**src/rtl/mem_request_splitter_nway_simd_if.sv**
```systemverilog
// rtl/mem_request_splitter_nway_simd_if.sv - request/chunk handshake bundle for the N-way splitter
//
// Request side : in_addr, in_size, in_valid -> splitter; in_ready <- splitter
// Chunk side   : out_addr, out_size, out_last, out_valid, chunk_idx <- splitter; out_ready -> splitter
// Status       : busy, done <- splitter
// master = address generator / downstream environment, slave = splitter
interface mem_request_splitter_nway_simd_if #(
    parameter int ADDR_WIDTH     = 64,
    parameter int REQ_SIZE_WIDTH = 16,
    parameter int CNT_WIDTH      = 8
);
    logic [ADDR_WIDTH-1:0]     in_addr;
    logic [REQ_SIZE_WIDTH-1:0] in_size;
    logic                      in_valid;
    logic                      in_ready;
    logic [ADDR_WIDTH-1:0]     out_addr;
    logic [REQ_SIZE_WIDTH-1:0] out_size;
    logic                      out_last;
    logic                      out_valid;
    logic                      out_ready;
    logic [CNT_WIDTH-1:0]      chunk_idx;
    logic                      busy;
    logic                      done;

    modport master (
        output in_addr, in_size, in_valid, out_ready,
        input  in_ready, out_addr, out_size, out_last, out_valid, chunk_idx, busy, done
    );

    modport slave (
        input  in_addr, in_size, in_valid, out_ready,
        output in_ready, out_addr, out_size, out_last, out_valid, chunk_idx, busy, done
    );
endinterface

```
**src/rtl/mem_request_splitter_nway_simd.sv**
```systemverilog
// rtl/mem_request_splitter_nway_simd.sv - splits one (addr, size) request into boundary/burst-safe chunks
//
// Ports:
//   clk                 clock
//   reset               synchronous active-high reset
//   bus (slave)         request in (in_*), chunk out (out_*, chunk_idx), busy, done
//   stat_req_cnt        input handshake counter   (only with MEM_SPLITTER_STATS_EN)
//   stat_chunk_cnt      output handshake counter  (only with MEM_SPLITTER_STATS_EN)
// Optional feature macro: MEM_SPLITTER_STATS_EN
module mem_request_splitter_nway_simd #(
    parameter int ADDR_WIDTH     = 64,
    parameter int REQ_SIZE_WIDTH = 16,
    parameter int BOUNDARY_LOG2  = 12,
    parameter int MAX_BURST_LOG2 = 12,
    parameter int CNT_WIDTH      = 8
) (
    input  logic clk,
    input  logic reset,
    mem_request_splitter_nway_simd_if.slave bus
`ifdef MEM_SPLITTER_STATS_EN
    ,
    output logic [31:0] stat_req_cnt,
    output logic [31:0] stat_chunk_cnt
`endif
);

    typedef enum logic [1:0] {IDLE, ISSUE, DONE} state_t;

    // Wide enough for both the distance-to-boundary (up to 2^BOUNDARY_LOG2)
    // and a zero-extended request size.
    localparam int CW = (REQ_SIZE_WIDTH + 1 > BOUNDARY_LOG2 + 1) ? REQ_SIZE_WIDTH + 1 : BOUNDARY_LOG2 + 1;
    localparam logic [REQ_SIZE_WIDTH-1:0] MAX_CHUNK = REQ_SIZE_WIDTH'(1) << MAX_BURST_LOG2;

    state_t                    state, state_nxt;
    logic [ADDR_WIDTH-1:0]     cur_addr;
    logic [REQ_SIZE_WIDTH-1:0] rem;
    logic [REQ_SIZE_WIDTH-1:0] cur_size;
    logic                      cur_last;
    logic [CNT_WIDTH-1:0]      idx;

    logic                      load_first;
    logic                      load_next;
    logic [ADDR_WIDTH-1:0]     src_addr;
    logic [REQ_SIZE_WIDTH-1:0] src_rem;
    logic [CW-1:0]             to_bound;
    logic [REQ_SIZE_WIDTH-1:0] chunk_size;

    always_ff @(posedge clk) begin
        if (reset) state <= IDLE;
        else       state <= state_nxt;
    end

    always_comb begin
        state_nxt     = state;
        load_first    = 1'b0;
        load_next     = 1'b0;
        bus.in_ready  = 1'b0;
        bus.out_valid = 1'b0;
        bus.done      = 1'b0;
        bus.busy      = 1'b1;
        case (state)
            IDLE: begin
                bus.in_ready = 1'b1;
                bus.busy     = 1'b0;
                if (bus.in_valid) begin
                    if (bus.in_size != '0) begin
                        state_nxt  = ISSUE;
                        load_first = 1'b1;
                    end else begin
                        state_nxt = DONE;
                    end
                end
            end
            ISSUE: begin
                bus.out_valid = 1'b1;
                if (bus.out_ready) begin
                    if (cur_last) state_nxt = DONE;
                    else          load_next = 1'b1;
                end
            end
            DONE: begin
                bus.done  = 1'b1;
                state_nxt = IDLE;
            end
            default: state_nxt = IDLE;
        endcase
    end

    // The next chunk is computed from either the incoming request or the
    // post-handshake address/remainder, so a new chunk is ready with no bubble.
    always_comb begin
        src_addr   = load_first ? bus.in_addr : cur_addr + ADDR_WIDTH'(cur_size);
        src_rem    = load_first ? bus.in_size : rem - cur_size;
        to_bound   = (CW'(1) << BOUNDARY_LOG2) - CW'(src_addr[BOUNDARY_LOG2-1:0]);
        chunk_size = src_rem;
        if (to_bound < CW'(chunk_size)) chunk_size = to_bound[REQ_SIZE_WIDTH-1:0];
        if (MAX_CHUNK < chunk_size)     chunk_size = MAX_CHUNK;
    end

    always_ff @(posedge clk) begin
        if (reset) begin
            cur_addr <= '0;
            rem      <= '0;
            cur_size <= '0;
            cur_last <= 1'b0;
            idx      <= '0;
        end else if (load_first || load_next) begin
            cur_addr <= src_addr;
            rem      <= src_rem;
            cur_size <= chunk_size;
            cur_last <= (chunk_size == src_rem);
            if (load_first)     idx <= '0;
            else if (idx != '1) idx <= idx + CNT_WIDTH'(1);
        end
    end

    assign bus.out_addr  = cur_addr;
    assign bus.out_size  = cur_size;
    assign bus.out_last  = cur_last;
    assign bus.chunk_idx = idx;

`ifdef MEM_SPLITTER_STATS_EN
    always_ff @(posedge clk) begin
        if (reset) begin
            stat_req_cnt   <= '0;
            stat_chunk_cnt <= '0;
        end else begin
            if (bus.in_valid && bus.in_ready)   stat_req_cnt   <= stat_req_cnt + 32'd1;
            if (bus.out_valid && bus.out_ready) stat_chunk_cnt <= stat_chunk_cnt + 32'd1;
        end
    end
`endif

endmodule
```
**src/flat_wrapper.sv**
```systemverilog
// flat-port wrapper written by rule: the top's interface ports become plain ports
module mem_request_splitter_nway_simd_flat 
#(
    parameter int ADDR_WIDTH     = 64,
    parameter int REQ_SIZE_WIDTH = 16,
    parameter int BOUNDARY_LOG2  = 12,
    parameter int MAX_BURST_LOG2 = 12,
    parameter int CNT_WIDTH      = 8
)
  (clk, reset, bus_in_addr, bus_in_size, bus_in_valid, bus_out_ready, bus_in_ready, bus_out_addr, bus_out_size, bus_out_last, bus_out_valid, bus_chunk_idx, bus_busy, bus_done);
  mem_request_splitter_nway_simd_if #(.ADDR_WIDTH(ADDR_WIDTH), .REQ_SIZE_WIDTH(REQ_SIZE_WIDTH), .CNT_WIDTH(CNT_WIDTH)) bus_i ();
  input  logic clk;
  input  logic reset;
  input wire logic [$bits(bus_i.in_addr)-1:0] bus_in_addr;
  input wire logic [$bits(bus_i.in_size)-1:0] bus_in_size;
  input wire logic [$bits(bus_i.in_valid)-1:0] bus_in_valid;
  input wire logic [$bits(bus_i.out_ready)-1:0] bus_out_ready;
  output wire logic [$bits(bus_i.in_ready)-1:0] bus_in_ready;
  output wire logic [$bits(bus_i.out_addr)-1:0] bus_out_addr;
  output wire logic [$bits(bus_i.out_size)-1:0] bus_out_size;
  output wire logic [$bits(bus_i.out_last)-1:0] bus_out_last;
  output wire logic [$bits(bus_i.out_valid)-1:0] bus_out_valid;
  output wire logic [$bits(bus_i.chunk_idx)-1:0] bus_chunk_idx;
  output wire logic [$bits(bus_i.busy)-1:0] bus_busy;
  output wire logic [$bits(bus_i.done)-1:0] bus_done;
  assign bus_i.in_addr = bus_in_addr;
  assign bus_i.in_size = bus_in_size;
  assign bus_i.in_valid = bus_in_valid;
  assign bus_i.out_ready = bus_out_ready;
  assign bus_in_ready = bus_i.in_ready;
  assign bus_out_addr = bus_i.out_addr;
  assign bus_out_size = bus_i.out_size;
  assign bus_out_last = bus_i.out_last;
  assign bus_out_valid = bus_i.out_valid;
  assign bus_chunk_idx = bus_i.chunk_idx;
  assign bus_busy = bus_i.busy;
  assign bus_done = bus_i.done;
  mem_request_splitter_nway_simd #(.ADDR_WIDTH(ADDR_WIDTH), .REQ_SIZE_WIDTH(REQ_SIZE_WIDTH), .BOUNDARY_LOG2(BOUNDARY_LOG2), .MAX_BURST_LOG2(MAX_BURST_LOG2), .CNT_WIDTH(CNT_WIDTH)) u_core (.clk(clk), .reset(reset), .bus(bus_i));
endmodule
```
**config.mk**
```make
export PLATFORM = sky130hd
export DESIGN_NAME = mem_request_splitter_nway_simd_flat
export DESIGN_NICKNAME = d
export VERILOG_FILES = /design/src/rtl/mem_request_splitter_nway_simd_if.sv /design/src/rtl/mem_request_splitter_nway_simd.sv /design/src/flat_wrapper.sv
export SDC_FILE = /design/constraint.sdc
export NUM_CORES = 1
export LEC_CHECK = 0
export ABC_AREA = 1
export CORE_MARGIN = 3
export CORE_UTILIZATION = 37
export CTS_CLUSTER_DIAMETER = 200
export DETAILED_ROUTE_END_ITERATION = 8
export PLACE_DENSITY_LB_ADDON = 0.15
export SLEW_MARGIN = 20
export SYNTH_ARGS = -nofsm -noshare
export SYNTH_HDL_FRONTEND = slang
export SYNTH_SLANG_ARGS = --single-unit
export TNS_END_PERCENT = 100
```
**constraint.sdc**
```tcl
create_clock -name clk -period 6.95 [get_ports clk]
set_input_delay 2.085 -clock clk [delete_from_list [all_inputs] [get_ports clk]]
set_output_delay 2.085 -clock clk [all_outputs]
set_load 0.05 [all_outputs]
```
# After elaboration in Yosys (flattened, before gate mapping)
# Cells that the tools add are included.
# word_totals
out_inout_bits	93
in_bits	84
wordCells	46
reg_bits	107
# op_classes
n_addsub	4
magnitude_cmp	2
n_reduce_logical	6
mux	21
eq_ne	7
# op_table
op	count
adder 64 x 16 -> 64 bit	1
two-way mux 64 bit	1
two-way mux 16 bit	3
< comparator 17 x 16 -> 1 bit	1
equality test 16 bit	1
< comparator 13 x 16 -> 1 bit, first input constant	1
two-way mux 8 bit	2
nonzero test 16 bit	1
subtractor 16 bit	1
subtractor 13 x 12 -> 14 bit, first input constant	1
two-way mux 1 bit	10
adder 8 x 1 -> 8 bit, second input constant	1
two-way mux 2 bit	4
!= test 8 bit, second input constant	1
!= test 2 bit, second input constant	2
case mux 2 bit (2 select lines)	1
AND reduction 3 bit	1
equality test 2 x 1 -> 1 bit, second input constant	1
equality test 2 bit, second input constant	1
logical NOT 2 bit	1
!= test 2 x 1 -> 1 bit, second input constant	1
AND reduction 2 bit	1
nonzero test 2 bit	1
logical OR 1 bit	1

# Logic depth before layout (Yosys ltp)
# Gate-level depths: netlist (run 1).
# depth
ltp_word	11
ltp_mapped	39
depth_no_buf	37

# Least setup slack after synthesis (run 1)
# No wires, ideal clock.
# synth_timing
path_type	input to register
startpoint	in bus_in_size[11]
endpoint	reg u_core.cur_last (netlist: u_core.bus.out_last)
path_stages	34
setup_slack_ns	1.239
path_buffers	3
required_ns	6.836
arrival_time_ns	5.597
path_cell_list	nor2_1 -> nand2_1 -> nor2_2 -> nand2_4 -> nand2_4 -> buf_8 -> nand2_1 -> nand2_1 -> ha_1 -> nand3_1 -> nor2_2 -> nand2_2 -> nor2_4 -> nand3_2 -> nor3_1 -> ha_1 -> nand2_1 -> nor2_1 -> a211oi_1 -> nand2_1 -> buf_2 -> nand3_1 -> nand2_1 -> nor2_1 -> nand3_1 -> o21bai_4 -> buf_6 -> nand2_1 -> nand2_1 -> nand2_1 -> nand3_1 -> nor2_1 -> nand2_1 -> nand2_1
# synth_via
elab_chain_cells	11
# synth_rtl
item	line_no	rtl
from (decl)	flat_wrapper.sv:15	input wire logic [$bits(bus_i.in_size)-1:0] bus_in_size;
nonzero test 16 bit	mem_request_splitter_nway_simd.sv:66	if (bus.in_size != '0) begin
two-way mux 1 bit	mem_request_splitter_nway_simd.sv:66	
two-way mux 1 bit	mem_request_splitter_nway_simd.sv:65	if (bus.in_valid) begin
two-way mux 1 bit	mem_request_splitter_nway_simd.sv:61	case (state)
two-way mux 64 bit	mem_request_splitter_nway_simd.sv:92	src_addr = load_first ? bus.in_addr : cur_addr + ADDR_WIDTH'(cur_size);
subtractor 13 x 12 -> 14 bit	mem_request_splitter_nway_simd.sv:94	to_bound = (CW'(1) << BOUNDARY_LOG2) - CW'(src_addr[BOUNDARY_LOG2-1:0]);
< comparator 17 x 16 -> 1 bit	mem_request_splitter_nway_simd.sv:96	if (to_bound < CW'(chunk_size)) chunk_size = to_bound[REQ_SIZE_WIDTH-1:0];
two-way mux 16 bit	mem_request_splitter_nway_simd.sv:96	
< comparator 13 x 16 -> 1 bit	mem_request_splitter_nway_simd.sv:97	if (MAX_CHUNK < chunk_size) chunk_size = MAX_CHUNK;
two-way mux 16 bit	mem_request_splitter_nway_simd.sv:97	
equality test 16 bit	mem_request_splitter_nway_simd.sv:111	cur_last <= (chunk_size == src_rem);
to (signal assigned)	mem_request_splitter_nway_simd.sv:111	
to (decl)	mem_request_splitter_nway_simd.sv:38	logic cur_last;
# Parallel ways exist; a longest one is shown, timed or not.
# A chain may end at the register's enable or synchronous reset.

# Final worst setup path (run 1)
# layout_timing
startpoint	in bus_in_size[6]
endpoint	reg u_core.cur_last (netlist: u_core.bus.out_last)
# Same word-level chain as after synthesis.

==> results of run 1 <==
sequential cells by signal, summed over array words and instances, names as in the netlist:
| signal | count |
|---|---|
| u_core.bus.out_size | 16 |
| u_core.bus.out_last | 1 |
| u_core.state | 2 |
| u_core.rem | 16 |
| u_core.bus.out_addr | 64 |
| u_core.bus.chunk_idx | 8 |
critical path: cells and delay by family:
kind	cells	cell delay (ps)
simple gates	31	2890
compound gates	2	330
fa+ha+maj	2	500
buf+inv	4	850
metal layers:
metal,track usage,share of wire
met2,0.3354,0.43
met4,0.04815,0.013
met1,0.3221,0.50
met3,0.03761,0.061
met5,0,0
cell type report:
type	count	share of cell area
clock buffer	9	0.02024
tap	313	0.03519
multi-input combinational	1026	0.4986
antenna	1	0.0002248
inverter	218	0.07386
timing repair buffer	198	0.1743
clock inverter	6	0.005171
sequential	107	0.1925
what timing repair did:
action,in CTS,in global routing
endpoints found under the setup margin,0,1
setup buffers,0,2
gates resized for setup,0,1
through the flow:
step / instances / utilization
4_1_cts: 1875 / 0.4841
6_report: 1878 / 0.4857
3_5_place_dp: 1860 / 0.4717
2_1_floorplan: 1400 / -
5_1_grt: 1878 / 0.4857
3_3_place_gp: 1860 / 0.4717
cells in the final DEF, fill, tap and decap left out, types with 9 or more instances in the layout:
master / count
dfxtp_1: 107
xnor2_1: 14
nor2_1: 103
o211ai_1: 12
nand3_1: 87
nand4_1: 20
o21ai_0: 127
inv_1: 209
nand2_2: 9
nand2_1: 337
nor3_1: 35
clkbuf_16: 9
ha_1: 45
xor2_1: 43
clkdlybuf4s50_1: 176
a21oi_1: 102
buf_4: 21
worst min path at each step:
stage / cells after the start / slack (ps) / start / endpoint
finish: 2 / 490 / u_core.bus.chunk_idx[4] / u_core.bus.chunk_idx[4]
global route: 2 / 510 / u_core.bus.chunk_idx[4] / u_core.bus.chunk_idx[4]
CTS: 2 / 490 / u_core.bus.chunk_idx[4] / u_core.bus.chunk_idx[4]
detailed placement: 2 / 470 / u_core.bus.chunk_idx[4] / u_core.bus.chunk_idx[4]
global placement: 2 / 460 / u_core.bus.chunk_idx[4] / u_core.bus.chunk_idx[4]
floorplan: 2 / 470 / u_core.rem[9] / u_core.rem[9]
logic make-up after synthesis:
logic type | count (synthesis)
XOR/XNOR | 58
AO/OA/AOI/OAI | 284
adder cells (fa/ha/maj) | 47
buffers and inverters | 267
flip-flops | 107
AND/OR/NAND/NOR | 637
Yosys cell counts (all sizes together) (2+ instances only):
master and n:
a2111o 4, a211oi 3, a21boi 2, a21oi 102, a221oi 5, a31oi 7
and2 2, buf 12, clkbuf 37, clkinv 2, dfxtp 107, fa 2
ha 45, inv 216, nand2 353, nand3 90, nand3b 7, nand4 20
nor2 114, nor3 35, nor4 7, o211ai 12, o21a 3, o21ai 130
o21bai 4, o221a 7, or2 8, xnor2 14, xor2 44
power by group through the flow:
stage | registers (mW) | logic [mW] | clock network, mW
after floorplan | 0.972 | 0.998 | 0
after global placement | 0.798 | 1.65 | 0
after detailed placement | 0.797 | 1.65 | 0
after CTS | 0.784 | 1.66 | 0.540
after global routing | 0.799 | 1.87 | 0.558
final | 0.784 | 1.67 | 0.522
==> impl_metrics.tcl, run 1 <==
set metrics [dict create \
    htree_num_levels 3 \
    p_switching_mw 1.433 \
    routed-via-count 9423 \
    clkSlewWorstSetupHoldPaths_ps 80 \
    setup_slack_ps 592.8 \
    swShare 0.4814 \
    syn_to_final_growth_pct 27.23 \
    rows 55 \
    yosys_warnings 0 \
    vias_per_cell 5.018 \
    hold_path_class "reg -> reg" \
    synth_xor_area_frac 0.05893 \
    pre_cts_slack_ps 60.33 \
    rrSetupSlack_ps 2220 \
    multi_input_area_mm2 0.005549 \
    clock_latency_ps 370 \
    p_leak_nw 5.044 \
    dpl.hpwl_um 22170 \
    rr_startpoint "u_core.bus.out_size[0]" \
    pwr_density_cell_mw_per_mm2 267.4 \
    grt_overflow 0 \
    cp.arrival_ps 6660 \
    wl_per_cell_um 15.17 \
    maxCapViolations 0 \
    firstDrtPassIters 5 \
    groute.usage.overall 0.2193 \
    p_int_mw 1.543 \
    grt_antenna_before_repair 1 \
    io_pins 177 \
    required_ps 7250 \
    period_minus_slack_ps 6357 \
    syn_avg_cell_area_um2 6.248 \
    grt_max_degree 68 \
    synthFlopType "dfxtp_1" \
    clock.fmax_mhz 157.3 \
    synth.area.mux_share 0 \
    path_class "in -> reg" \
    ys_types 49 \
    cts_hold_buf 0 \
    fin_skew_ps 11.47 \
    cts_sinks 107 \
    synth_edf_count 0 \
    timing.rr.end "u_core.bus.out_last" \
    synthAdderAreaFrac 0.06895 \
    worst_setup_path_end_kind "register" \
    die_y_um 159.8 \
    yosys-top-cells-area "dfxtp_1 24%, nand2_1 14%, inv_1 9.0%" \
    cts_root_buf "clkbuf_16" \
    synthSimpleGateAreaFrac 0.3224 \
    synth_nets 1531 \
    hold_slack_ps 488.5 \
    status "complete, no violations" \
    path_max_fanout 16 \
    gp_congestion 0.8964 \
    cp_slowest_cell "clkdlybuf4s50_1" \
    drt_wl_total_um 28500 \
    mappedNetlistArea_mm2 0.008747 \
    vdd_drop_max_uv 129.6 \
    route.detailed.drc 0 \
    antenna_left 0 \
    fillCellCount 2446 \
    ys_async_sr_fraction 0 \
    seqPwrFrac 0.263 \
    start_util 0.3817 \
    maxSlewViolCount 0 \
    die_area_mm2 0.02552 \
    grt_pass1_vias 8825 \
    grt_pass1_wl_um 46190 \
    fin_crit_sh 0.9147 \
    synth_compound_area_frac 0.1835 \
    cts_tree "built" \
    maxSlewHeadroom 0.3713 \
    register_area_mm2 0.002142 \
    drive_above_1_share 0.05691 \
    ff2ff_path_depth 36 \
    synth_seq_area_share 0.2449 \
    port_buffers 176 \
    core_area_mm2 0.02292 \
    clock_power_share 0.175 \
    cts_made_buffers 9 \
    worst_pin_slew_ps 941.9 \
    tns_ps 0 \
    max_stage_delay_ps 460 \
    syn_inst 1400 \
    setup_violations 0 \
    rsz0062_at_grt "no" \
    chipWidth_um 159.8 \
    yosys.area.top_type "dfxtp_1" \
    hold_viol_final 0 \
    stdcell_area_mm2 0.01113 \
    cts_max_path_buffers 2 \
    combPwrFrac 0.561 \
    p_total_mw 2.976 \
    ys_ff_latch 107 \
    finalNetCount 1691 \
    critPathLaunch "bus_in_size[6]" \
    synth_top_area_frac 0.2449 \
    dpl_cell_area_mm2 0.01081 \
    drt_iter0_markers 632 \
    crit_path_frequent_cell "nand2_1" \
    cp-endpoint "u_core.bus.out_last" \
    startpoint_type "primary input" \
    synth_top_family_by_area "simple AND/OR/NAND/NOR gates" \
]
(Power assumes the default switching activity.)
==> run 2, diff against run 1 <==
- TNS_END_PERCENT: 100 -> default
==> results of run 2 <==
The final DEF is identical to that of run 1; final timing and power are the same.
